--- src/rtl/cmd_frame_decoder.sv ---
// Purpose : parses command frames from the synchronized RX byte stream into
//           register-file write/read strobes and ALU start strobes.
// Latency : every strobe is registered, 1 cycle after the completing byte.
// Backpr. : none; a byte is consumed whenever rx_valid=1, and a stalled frame
//           is aborted after TIMEOUT_CYCLES idle cycles.
// Ports   : CLK/RST (async active-low); rx_data/rx_valid byte input;
//           rf_addr/rf_wr_data/rf_wr_en/rf_rd_en register-file side;
//           alu_fun/alu_en/alu_clk_en ALU side; frame_err, busy status.
module cmd_frame_decoder #(
  parameter int ADDR_WIDTH     = 4,
  parameter int DATA_WIDTH     = 8,
  parameter int TIMEOUT_CYCLES = 1024
) (
  input  logic                  CLK,
  input  logic                  RST,
  input  logic [DATA_WIDTH-1:0] rx_data,
  input  logic                  rx_valid,
  output logic [ADDR_WIDTH-1:0] rf_addr,
  output logic [DATA_WIDTH-1:0] rf_wr_data,
  output logic                  rf_wr_en,
  output logic                  rf_rd_en,
  output logic [3:0]            alu_fun,
  output logic                  alu_en,
  output logic                  alu_clk_en,
  output logic                  frame_err,
  output logic                  busy
);

  localparam int CW = $clog2(TIMEOUT_CYCLES + 1);
  localparam logic [CW-1:0] TMO_LAST = CW'(TIMEOUT_CYCLES - 1);

  localparam logic [DATA_WIDTH-1:0] CMD_WR  = DATA_WIDTH'(8'hAA);
  localparam logic [DATA_WIDTH-1:0] CMD_RD  = DATA_WIDTH'(8'hBB);
  localparam logic [DATA_WIDTH-1:0] CMD_ALU = DATA_WIDTH'(8'hCC);
  localparam logic [DATA_WIDTH-1:0] CMD_FUN = DATA_WIDTH'(8'hDD);

  typedef enum logic [2:0] {
    IDLE, WR_ADDR, WR_DATA, RD_ADDR, ALU_OPA, ALU_OPB, ALU_FUN
  } state_t;

  state_t                  state_q, state_d;
  logic [CW-1:0]           tmo_q, tmo_d;
  logic [ADDR_WIDTH-1:0]   addr_lat_q, addr_lat_d;
  logic [ADDR_WIDTH-1:0]   rf_addr_d;
  logic [DATA_WIDTH-1:0]   rf_wr_data_d;
  logic [3:0]              alu_fun_d;
  logic                    rf_wr_en_d, rf_rd_en_d, alu_en_d;
  logic                    alu_clk_en_d, frame_err_d;
  logic                    expire;

  always_comb begin
    state_d      = state_q;
    tmo_d        = '0;
    addr_lat_d   = addr_lat_q;
    rf_addr_d    = rf_addr;
    rf_wr_data_d = rf_wr_data;
    alu_fun_d    = alu_fun;
    rf_wr_en_d   = 1'b0;
    rf_rd_en_d   = 1'b0;
    alu_en_d     = 1'b0;
    frame_err_d  = 1'b0;

    // This is the TIMEOUT_CYCLES-th consecutive idle cycle inside a frame.
    // A byte arriving in the same cycle keeps the frame alive.
    expire = (state_q != IDLE) && !rx_valid && (tmo_q == TMO_LAST);

    if ((state_q != IDLE) && !rx_valid && !expire)
      tmo_d = tmo_q + 1'b1;

    if (rx_valid) begin
      case (state_q)
        IDLE: begin
          if (rx_data == CMD_WR)       state_d = WR_ADDR;
          else if (rx_data == CMD_RD)  state_d = RD_ADDR;
          else if (rx_data == CMD_ALU) state_d = ALU_OPA;
          else if (rx_data == CMD_FUN) state_d = ALU_FUN;
          else                         frame_err_d = 1'b1;
        end
        WR_ADDR: begin
          // Held internally so rf_addr only moves when the write issues.
          addr_lat_d = rx_data[ADDR_WIDTH-1:0];
          state_d    = WR_DATA;
        end
        WR_DATA: begin
          rf_addr_d    = addr_lat_q;
          rf_wr_data_d = rx_data;
          rf_wr_en_d   = 1'b1;
          state_d      = IDLE;
        end
        RD_ADDR: begin
          rf_addr_d  = rx_data[ADDR_WIDTH-1:0];
          rf_rd_en_d = 1'b1;
          state_d    = IDLE;
        end
        ALU_OPA: begin
          rf_addr_d    = '0;
          rf_wr_data_d = rx_data;
          rf_wr_en_d   = 1'b1;
          state_d      = ALU_OPB;
        end
        ALU_OPB: begin
          rf_addr_d    = ADDR_WIDTH'(1);
          rf_wr_data_d = rx_data;
          rf_wr_en_d   = 1'b1;
          state_d      = ALU_FUN;
        end
        ALU_FUN: begin
          alu_fun_d = rx_data[3:0];
          alu_en_d  = 1'b1;
          state_d   = IDLE;
        end
        default: state_d = IDLE;
      endcase
    end else if (expire) begin
      state_d     = IDLE;
      frame_err_d = 1'b1;
    end

    // ALU clock runs for the whole ALU frame, the alu_en cycle and one
    // cycle after it (alu_en is the registered strobe of the last cycle).
    alu_clk_en_d = (state_d == ALU_OPA) || (state_d == ALU_OPB) ||
                   (state_d == ALU_FUN) || alu_en_d || alu_en;
  end

  always_ff @(posedge CLK or negedge RST) begin
    if (!RST) begin
      state_q    <= IDLE;
      tmo_q      <= '0;
      addr_lat_q <= '0;
      rf_addr    <= '0;
      rf_wr_data <= '0;
      rf_wr_en   <= 1'b0;
      rf_rd_en   <= 1'b0;
      alu_fun    <= '0;
      alu_en     <= 1'b0;
      alu_clk_en <= 1'b0;
      frame_err  <= 1'b0;
    end else begin
      state_q    <= state_d;
      tmo_q      <= tmo_d;
      addr_lat_q <= addr_lat_d;
      rf_addr    <= rf_addr_d;
      rf_wr_data <= rf_wr_data_d;
      rf_wr_en   <= rf_wr_en_d;
      rf_rd_en   <= rf_rd_en_d;
      alu_fun    <= alu_fun_d;
      alu_en     <= alu_en_d;
      alu_clk_en <= alu_clk_en_d;
      frame_err  <= frame_err_d;
    end
  end

  assign busy = (state_q != IDLE);

endmodule

--- config.mk ---
export PLATFORM = sky130hd
export DESIGN_NAME = cmd_frame_decoder
export DESIGN_NICKNAME = d
export VERILOG_FILES = /design/src/rtl/cmd_frame_decoder.sv
export SDC_FILE = /design/constraint.sdc
export NUM_CORES = 1
export LEC_CHECK = 0
export CAP_MARGIN = 10
export CORE_MARGIN = 2
export CORE_UTILIZATION = 35
export DETAILED_ROUTE_END_ITERATION = 10
export GPL_TIMING_DRIVEN = 0
export PLACE_DENSITY_LB_ADDON = 0.2
export SETUP_SLACK_MARGIN = 0.02
export SLEW_MARGIN = 20
export SYNTH_ARGS = -nofsm -noshare
export SYNTH_HDL_FRONTEND = slang
export SYNTH_SLANG_ARGS = --single-unit
--- constraint.sdc ---
create_clock -name CLK -period 2.7 [get_ports CLK]
set_input_delay 0.405 -clock CLK [delete_from_list [all_inputs] [get_ports CLK]]
set_output_delay 0.405 -clock CLK [all_outputs]
set_load 0.1 [all_outputs]
### Yosys cells after proc, flatten, opt, wreduce, memory -nomap -nowiden

Index checks and enable logic that the tools add are counted.

* bits in registers: 39
* input port bits: 11
* output and inout port bits: 22
* word-level logic and storage cells: 65

* add/sub/neg operators: 1
* eq/ne operators: 14
* multiplexer cells: 22
* reduce and logical (&&, ||, !) cells: 17

Operators with widths (number)
* 8-bit == test, second input constant: 4
* 3-bit == test, second input constant: 6
* 3-bit two-way mux: 6
* 4-bit one-hot mux with 4 select lines: 1
* 1-bit two-way mux: 13
* 3-bit one-hot mux with 4 select lines: 1
* 11-bit by 1-bit adder with 11-bit output, second input constant: 1
* 11-bit by 10-bit == test with 1-bit output, second input constant: 1
* 11-bit two-way mux: 1
* 2-bit AND reduction: 4
* 3-bit by 2-bit == test with 1-bit output, second input constant: 2
* 1-bit logical OR: 4
* 4-bit nonzero test: 1
* 3-bit by 1-bit == test with 1-bit output, second input constant: 1
* 1-bit logical AND: 3
* 3-bit zero test: 1
* 3-bit nonzero test: 1
* 3-bit OR reduction: 1
* 1-bit zero test: 2

### Longest topological paths before layout

* depth in word-level cells: 12
* gate-level depth with buffers: 6
* depth with buffers taken out: 6

### Worst setup path after synthesis

OpenSTA, ideal clock, no wires.

* path kind: reg2reg
* start point: register state_q[1]
* end point: register tmo_q[2]
* setup time: 0.127 ns
* arrival time: 1.744 ns
* data required time: 2.573 ns
* path slack: 0.830 ns
* stages on the path, launching flop included: 5
* buffers on the path: 0
* clock period less this slack: 1.870 ns
* path through: dfrtp_1 or3_1 nor2b_1 nand2_1 nor2_1

* longest elaborated chain between the ends: 6

Ends and longest elaborated chain
* from (decl): line 41 `state_t state_q, state_d;`
* from (signal assigned): line 139 `state_q <= state_d;`
* 3-bit nonzero test *
* named net busy: line 26 `output logic busy`
* 1-bit logical AND *: line 65, 67
* 1-bit logical AND: line 65 `expire = (state_q != IDLE) && !rx_valid && (tmo_q == TMO_LAST);`
* 1-bit zero test: line 67 `if ((state_q != IDLE) && !rx_valid && !expire)`
* 1-bit logical AND *: line 67
* 11-bit two-way mux *: line 67
* named net tmo_d[2]: line 42 `logic [CW-1:0] tmo_q, tmo_d;`
* to (signal assigned): line 140 `tmo_q <= tmo_d;`
* to (decl): line 42

The timed path passes the listed nets; every way through them passes the cells marked *.
A chain may end at the register's enable or synchronous reset.

### Worst setup path after layout

* start point: register state_q[1]
* end point: output port busy

* longest elaborated chain between the ends: 1

Ends and longest elaborated chain
* 3-bit nonzero test: line 153 `assign busy = (state_q != IDLE);`
* to (decl): line 26

Every way passes these cells.

==> summary.txt <==
Finish
  • Layout area overhead: 28.7%
  • # nets final: 214
  • Diode count: 0
  • Post-route core utilization: 0.460
  • FF/Latch Area: a little under 1000 µm²
  • Commonest non-fill, non-tap cell in the layout: dfrtp_1
  • Layout cells sized above 1: 0.148
  • Filler cells: around 490
  • Multi-input combinational cell area: around 790 µm²
  • Most frequent cells in the layout: dfrtp_1 (39), clkdlybuf4s50_1 (31), nand2_1 (24)

Clocking
  • Clock Path Buffers: 2
  • H-tree depth: 2
  • CTS tree: built
  • Clock Sink Count: 39
  • Inserted Clock Buffers: 5
  • Post_cts resized: 0
  • Clk_lat worst skew: roughly 0.29 ns
  • Post-CTS setup buffer count: 0
  • Hold buffers post-CTS: 0
  • Root buf cell: clkbuf_8
  • Clock transition at path regs: approximately 0.08 ns

Power
  • Static Leak: 1.02 nW
  • PD cells: around 820 nW/µm²
  • Total Power: about 1.9 mW
  • VDD IR max: between 800 and 900 µV

Worst setup path
  • Crit path launch type: flop
  • Kind of critical path: reg2out
  • Critical Path AT: ~2.1 ns
  • Crit-path max FO: 5
  • CP endpoint kind: output pin
  • Flop-to-flop setup slack: about 0.7 ns
  • Crit path required time: roughly 2.3 ns

GRT
  • Total grt overflow: 0
  • Initial antenna violation count: 0
  • All-Layer GR Usage: 0.155
  • Largest net degree at the start of global routing: 22
  • Number of global-route vias before repair: approximately 1400
  • First-pass GRT wire length: between 6000 and 7000 µm

Floorplan
  • Area of the die: 5700 µm²
  • Core Area: roughly 5000 µm²
  • Initial Util: 0.357
  • Rows: 26
  • Overall die height: around 76 µm
  • Die X: approximately 76 µm
  • Top Ports: 33

Timing
  • Worst slew margin: 0.348
  • Count of final hold-check violations: 0
  • Setup TNS: 0 ns
  • Max Clk Rate: 393 MHz
  • Slew @ Worst Pin: 0.975 ns
  • Minimum clock period: between 2 and 3 ns
  • RSZ-0062 raised after global routing: false
  • Setup violators final: 0
  • PnR worst setup slack: ~0.16 ns
  • Fin. max-slew vios: 0
  • Post-route clock skew: 0.00565 ns
  • Post-route clock period utilization: 0.943

Yosys
  • Synth warn: 0
  • Synthesized Nets: 174
  • Sequential-to-total area share from yosys stat: 0.545
  • Yosys cell types: 40
  • Yosys reg bits: 39
  • Synthesized area: 1790 µm²
  • Avg Cell Area, Syn: about 11 µm²
  • Cell count after synthesis: 162

Drt
  • Antenna viol nets, final: 0
  • Initial DRT Pass Iterations: 5
  • Vias/cell: ~5.0
  • 1st-iter DRT viols: 33
  • Drt total wl: ~3800 µm
  • Routed via count: approximately 1400
  • Routed len/inst: approximately 14 µm
  • DRC Markers: 0

Min path
  • Hold Crit Class: in2async

Place
  • HPWL Detailed: roughly 2900 µm
  • Port Buf Inserts: 32
  • Final RePlAce weighted congestion: 0.889
  • Post-Place Setup Slack: 0.281 ns

Outcome
  • Status: finished, final reports clean

Flow run
  • Max-cap violations: 0
-- synth_stat cells, drive strengths merged --
| master | instances | share of area |
|---|---|---|
| o22ai | 2 | 0.0070 |
| nand2 | 24 | 0.050 |
| a32oi | 1 | 0.0049 |
| nand2b | 3 | 0.010 |
| xor2 | 3 | 0.015 |
| o21bai | 1 | 0.0042 |
| and2 | 1 | 0.0035 |
| a32o | 1 | 0.0056 |
| ha | 1 | 0.0070 |
| nand3b | 1 | 0.0042 |
| or3 | 2 | 0.0098 |
| a21oi | 4 | 0.011 |
| o31ai | 1 | 0.0070 |
| nor2b | 4 | 0.014 |
| nor4bb | 1 | 0.0056 |
| o21ai | 7 | 0.022 |
| nand4 | 2 | 0.010 |
| a22o | 1 | 0.0049 |
| buf | 1 | 0.0028 |
| nand4bb | 2 | 0.013 |
| inv | 3 | 0.0063 |
| clkbuf | 3 | 0.0063 |
| nand3 | 5 | 0.014 |
| a41oi | 1 | 0.0049 |
| a211o | 1 | 0.0049 |
| a221o | 1 | 0.0056 |
| a2111oi | 1 | 0.0084 |
| and3b | 2 | 0.0098 |
| nor3b | 1 | 0.0070 |
| and4b | 1 | 0.0056 |
| nor2 | 14 | 0.029 |
| mux2 | 13 | 0.082 |
| and3 | 4 | 0.014 |
| dfrtp | 39 | 0.55 |
| nand4b | 2 | 0.0098 |
| xnor2 | 6 | 0.029 |
| nor3 | 2 | 0.0056 |
-- state kept, by name, summed over array words and instances, names as in the netlist --
register / cells
tmo_q: 11
rf_wr_data: 8
addr_lat_q: 4
alu_fun: 4
rf_addr: 4
state_q: 3
alu_clk_en: 1
alu_en: 1
frame_err: 1
rf_rd_en: 1
rf_wr_en: 1
-- area by class of cell --
class | instances | area share
Buffer | 4 | 0.00706
Clock buffer | 5 | 0.0299
Clock inverter | 3 | 0.00652
Inverter | 3 | 0.00489
Multi-Input combinational cell | 116 | 0.341
Sequential cell | 39 | 0.424
Tap cell | 70 | 0.0380
Timing Repair Buffer | 33 | 0.149
-- final timing paths --
kind | startpoint | to | cells past startpoint
worst max-delay path | state_q[1] | busy | 2
worst max register to register | tmo_q[0] | alu_clk_en | 6
worst min register to register | rf_addr[2] | rf_addr[2] | 2
worst min-delay path | RST | tmo_q[0] | 1
max in group asynchronous | RST | alu_fun[2] | 2
min in group CLK | rf_addr[2] | rf_addr[2] | 2
-- where the power goes --
part	switching, mW	total, mW	leakage, nW	internal [mW]
registers	0.0403	0.708	0.528	0.668
clock network	0.206	0.383	0.0477	0.177
logic	0.605	0.809	0.448	0.204
total	0.851	1.90	1.02	1.05
-- critical path, stage by stage, from the launching register on --
cell	delay [ns]
dfrtp_1	0.41
or3_1	0.43
clkdlybuf4s50_1	1.00
-- per-layer routing --
layer | wire (µm) | global-route usage | vias up
met1 | 1680 | 0.181 | 678
met4 | 50 | 0.0585 | 0
met2 | 1930 | 0.258 | 24
li1 | - | - | 651
met5 | 0 | 0 | -
met3 | 186 | 0.0595 | 5
-- per-stage QoR --
step           instance area [µm²]  hold slack [ns]  std cells
6_report                      2300           0.0756        273
5_1_grt                       2300            0.102        273
4_1_cts                       2300           0.0855        273
2_1_floorplan                 1790            0.109        162
3_5_place_dp                  2220            0.405        265
3_3_place_gp                  2200            0.456        264
-- cell families (layout without fill, tap and decap cells) --
| kind of cell | Yosys count | count (layout) | share of synthesized area |
|---|---|---|---|
| AO/OA/AOI/OAI | 22 | 22 | 0.0902 |
| XOR/XNOR | 9 | 9 | 0.0441 |
| adder cells (fa/ha/maj) | 1 | 1 | 0.00699 |
| buffers and inverters | 7 | 48 | 0.0154 |
| flip-flops | 39 | 39 | 0.545 |
| multiplexers | 13 | 13 | 0.0818 |
| AND/OR/NAND/NOR | 71 | 71 | 0.216 |
(Power assumes the default switching activity.)
==> edit 1: new RTL, same flow settings <==
Change the parameter `DATA_WIDTH` from 8 to 12.
--- a/src/rtl/cmd_frame_decoder.sv
+++ b/src/rtl/cmd_frame_decoder.sv
@@ -8,7 +8,7 @@
 //           alu_fun/alu_en/alu_clk_en ALU side; frame_err, busy status.
 module cmd_frame_decoder #(
   parameter int ADDR_WIDTH     = 4,
-  parameter int DATA_WIDTH     = 8,
+  parameter int DATA_WIDTH     = 12,
   parameter int TIMEOUT_CYCLES = 1024
 ) (
   input  logic                  CLK,
Ports: changed (resized rf_wr_data and rx_data); port bits go from 33 to 41. The function was not compared with the original's and may differ.
==> edit 1 against the original RTL <==
- global-route usage shrank 1.3 points
- via count grew 3.9%
- worst setup slack gained 250 ps
- wire length grew 0.91%
- clock skew shrank 0.60 ps
- final area grew 8.4%
- final cell count grew 6.2%
- area after synthesis grew 6.9%
- sequential cell count grew 4
- register-to-register slack lost 40 ps
Power is not shown: default switching activity piles up to over one toggle a cycle in this logic, so the estimate is an artifact.
==> edit 1: results (changes against the original RTL) <==
| Metric | Value |
|---|---|
| Pin count of the biggest net entering global routing | `25 (was 22)` |
| Status | `complete, no violations (unchanged)` |
| Seq/Total Area, Yosys | `56.28% (was 54.55%)` |
| Vias per cell | `4.866 (was 4.974)` |
| Top cells by area, synth | `dfrtp_1 (56%), mux2_2 (9.4%), nand2_1 (4.7%), xor2_1 (3.7%), nor2_1 (2.4%) (was dfrtp_1 (55%), mux2_2 (8.2%), nand2_1 (5.0%), nor2_1 (2.9%), xnor2_1 (2.9%))` |
| Post-Synth Adder-Cell Area | `0.6545% (was 0.6993%)` |
| DPL Wire Length | `2954 um (was 2852 um)` |
| Vias in the first global route | `1423 (was 1394)` |
| Layout cell share with drive strength beyond 1 | `15.91% (was 14.78%)` |
| Nets | `236 (was 214)` |
| CTS Buffer Depth | `2 (unchanged)` |
| First-pass GRT wire length | `6782 um (was 6396 um)` |
| Post-Route Skew | `5.051 ps (was 5.647 ps)` |
| Iter 0 DRT Violations | `78 (was 33)` |
| Synthesized Nets | `188 (was 174)` |
| Most frequent cells after synthesis | `dfrtp_1 (43), nand2_1 (24), mux2_2 (16) (was dfrtp_1 (39), nand2_1 (24), nor2_1 (14))` |
| Crit path max fanout | `6 (was 5)` |
| Tot GR Track Use | `14.20% (was 15.47%)` |
| DRT Pass-1 Iters | `4 (was 5)` |
| Crit path DAT | `2470 ps (was 2140 ps)` |
| Synth Area in Compound Gates | `8.770% (was 9.021%)` |
| Post-synthesis mux area share | `9.948% (was 8.182%)` |
| Critical Path Start | `rx_data[2] (was state_q[1])` |
| FILL cells | `505 (was 486)` |
| Least-Margin Pin Slew | `984.6 ps (was 974.7 ps)` |
| Largest registers | `rf_wr_data: 12 flops, tmo_q: 11 flops (was tmo_q: 11 flops, rf_wr_data: 8 flops)` |
| Reg2reg start | `state_q[0] (was tmo_q[0])` |
| WL per Instance | `13.39 um (was 14.10 um)` |
| Synth Area in XOR/XNOR | `4.123% (was 4.406%)` |
| Gpl congestion | `0.7525 (was 0.8890)` |
| Synth cell types | `38 (was 40)` |
[edit 1: cell count changes after synthesis, sizes merged, moves of 3 or more]
cell	unedited run	this run
or4	0	3
mux2	13	16
dfrtp	39	43
nand2b	3	0
a21oi	4	7
xnor2	6	1
xor2	3	8
nor2b	4	0
[edit 1: routing by layer]
metal / share of wire, % / GRT usage [%] / vias up
li1: - / - / 695
met1: 47 / 19.01 / 682
met2: 47 / 21.72 / 29
met3: 4.8 / 3.953 / 5
met4: 1.6 / 5.789 / 0
met5: 0 / 0 / -
[edit 1: final cells by class]
type | instances | area (um2) | area share, %
buffer | 4 | 16.27 | 0.6513
clock buffer | 6 | 82.58 | 3.307
clock inverter | 1 | 5.005 | 0.2004
inverter | 5 | 18.77 | 0.7515
multi-input combinational | 120 | 800.8 | 32.06
sequential | 43 | 1076 | 43.09
tap | 70 | 87.58 | 3.507
timing repair buffer | 41 | 410.4 | 16.43
[edit 1: logic make-up after synthesis]
group	after synthesis
simple gates	68
flops	43
compound gates	25
mux	17
xor+xnor	9
buf+inv	9
fa+ha+maj	1
[edit 1: stage by stage]
| step | instances | utilization (%) | cell area (um2) | setup WS, ps |
|---|---|---|---|---|
| floorplan | 172 | - | 1912 | 568.6 |
| global placement | 282 | 46.11 | 2400 | 12.11 |
| detailed placement | 283 | 46.39 | 2415 | 91.14 |
| CTS | 290 | 48.05 | 2501 | 144.2 |
| global route | 290 | 47.98 | 2497 | 279.2 |
| finish | 290 | 47.98 | 2497 | 407.8 |
[edit 1: final timing paths]
kind / cells past startpoint / to / slack [ps]
max: 6 / alu_clk_en / 410
min: 1 / tmo_q[9] / 60
max reg2reg: 6 / alu_clk_en / 650
min reg2reg: 1 / alu_clk_en / 480
max in group asynchronous: 2 / state_q[2] / 2150
min in group CLK: 1 / alu_clk_en / 480
[edit 1: critical path: stages]
cell and delay [ps]:
clkdlybuf4s50_1 530, or4bb_1 580, a211o_2 360, nor3_1 190, o21ai_1 100, a211o_1 290
[edit 1: repair_timing]
item                       in CTS  in global routing
setup endpoints to repair       1                  1
resized for setup               1                  2
pin swaps                       0                  0
hold buffers                    0                  0
==> edit 2: new RTL, same settings <==
Made on the original files. Re-encode `state_t` (7 states) as Gray code, 3 bits wide.
--- a/src/rtl/cmd_frame_decoder.sv
+++ b/src/rtl/cmd_frame_decoder.sv
@@ -35,7 +35,7 @@
   localparam logic [DATA_WIDTH-1:0] CMD_FUN = DATA_WIDTH'(8'hDD);
 
   typedef enum logic [2:0] {
-    IDLE, WR_ADDR, WR_DATA, RD_ADDR, ALU_OPA, ALU_OPB, ALU_FUN
+    IDLE = 3'b000, WR_ADDR = 3'b001, WR_DATA = 3'b011, RD_ADDR = 3'b010, ALU_OPA = 3'b110, ALU_OPB = 3'b111, ALU_FUN = 3'b101
   } state_t;
 
   state_t                  state_q, state_d;
Check against the original RTL: same outputs for any inputs over 10 cycles, from zero or initial values and one cycle with RST low; not proved beyond that.
==> edit 2 against the original RTL <==
- hold slack worse by 22 ps
- worst setup slack better by 330 ps
- wire length up 0.62%
- total power up 45%
- sequential share of layout area down 1.8 points
- area after synthesis up 6.2%
- via count up 4.6%
- final area up 4.3%
- sequential cell count unchanged
- sequential power up 16%
- final cell count up 7.0%
- global-route usage down 1.6 points
- non-clock buffer count up 1
- critical path type unchanged
- largest cell class unchanged
- highest routed layer unchanged
==> edit 2: results (changes against the original RTL) <==
| Metric | Value |
|---|---|
| Status | `complete, no violations (unchanged)` |
| Critical Path Start | `alu_en (was state_q[1])` |
| Pre-CTS WS | `403.1 ps (was 281.1 ps)` |
| Crit path max fanout | `3 (was 5)` |
| M3 GR Usage | `3.837% (was 5.952%)` |
| Flop2flop setup slack | `790 ps (was 690 ps)` |
| Wire length on met1 | `1887 um (was 1683 um)` |
| Post-synthesis mux area share | `7.312% (was 8.182%)` |
| Max stage delay on crit path | `1140 ps (was 1000 ps)` |
| Synthesized Nets | `196 (was 174)` |
| Logic power comb | `1.55 mW (was 809 uW)` |
| Most frequent cells after synthesis | `dfrtp_1 (39), nand2_1 (29), nor2_1 (14) (was dfrtp_1 (39), nand2_1 (24), nor2_1 (14))` |
| Nets | `235 (was 214)` |
| DRT Pass-1 Iters | `4 (was 5)` |
| Top cells by area, synth | `dfrtp_1 (51%), nand2_1 (5.7%), mux2_4 (5.5%), nor2_1 (2.8%), nor3b_1 (2.4%) (was dfrtp_1 (55%), mux2_2 (8.2%), nand2_1 (5.0%), nor2_1 (2.9%), xnor2_1 (2.9%))` |
| Power per standard cell area | `1146 nW/um2 (was 825.0 nW/um2)` |
| WL final | `3872 um (was 3848 um)` |
| Min Hold Slack | `53.44 ps (was 75.56 ps)` |
| Tot GR Track Use | `13.85% (was 15.47%)` |
| Max VDD drop | `562.9 uV (was 816.7 uV)` |
| First-pass GRT wire length | `6568 um (was 6396 um)` |
| Crit path DAT | `1810 ps (was 2140 ps)` |
| Synth cell types | `39 (was 40)` |
| Post-Route Skew | `5.352 ps (was 5.647 ps)` |
| Post-Synth Adder-Cell Area | `1.976% (was 0.6993%)` |
| Synth Area in Compound Gates | `8.235% (was 9.021%)` |
| Iter 0 DRT Violations | `38 (was 33)` |
| Slew Limit Headroom | `35.00% (was 34.81%)` |
| IO Port Bufs | `31 (was 32)` |
| R2R depth | `7 (was 6)` |
| Vias | `1421 (was 1358)` |
| DPL Wire Length | `2866 um (was 2852 um)` |
| Layout cell share with drive strength beyond 1 | `15.32% (was 14.78%)` |
| Seq/Total Area, Yosys | `51.38% (was 54.55%)` |
| Placed insts | `284 (was 265)` |
edit 2: changes by cell type after synthesis, moves of 4 or more:
| cell | unedited run | this run |
|---|---|---|
| mux2_4 | 0 | 7 |
| nor2b_1 | 4 | 0 |
| nand2_1 | 24 | 29 |
| nor3b_1 | 0 | 6 |
| mux2_2 | 13 | 3 |
edit 2: layout make-up:
| type | instances | area [um2] |
|---|---|---|
| fillers | 501 | 2769 |
| clock buffers | 7 | 76.32 |
| clock inverters | 1 | 5.005 |
| inverters | 8 | 30.03 |
| flip-flops and latches | 39 | 975.9 |
| repair buffers | 32 | 335.3 |
| well taps | 70 | 87.58 |
| plain buffers | 6 | 27.53 |
| multi-input cells | 129 | 865.8 |
edit 2: worst max path at each step:
stage / end / slack [ps] / cells after the start
global placement: state_q[0] / 240 / 1
floorplan: rf_wr_data[0] / 1050 / 4
global route: busy / 410 / 4
CTS: busy / 60 / 4
finish: alu_en / 480 / 1
detailed placement: busy / 400 / 4
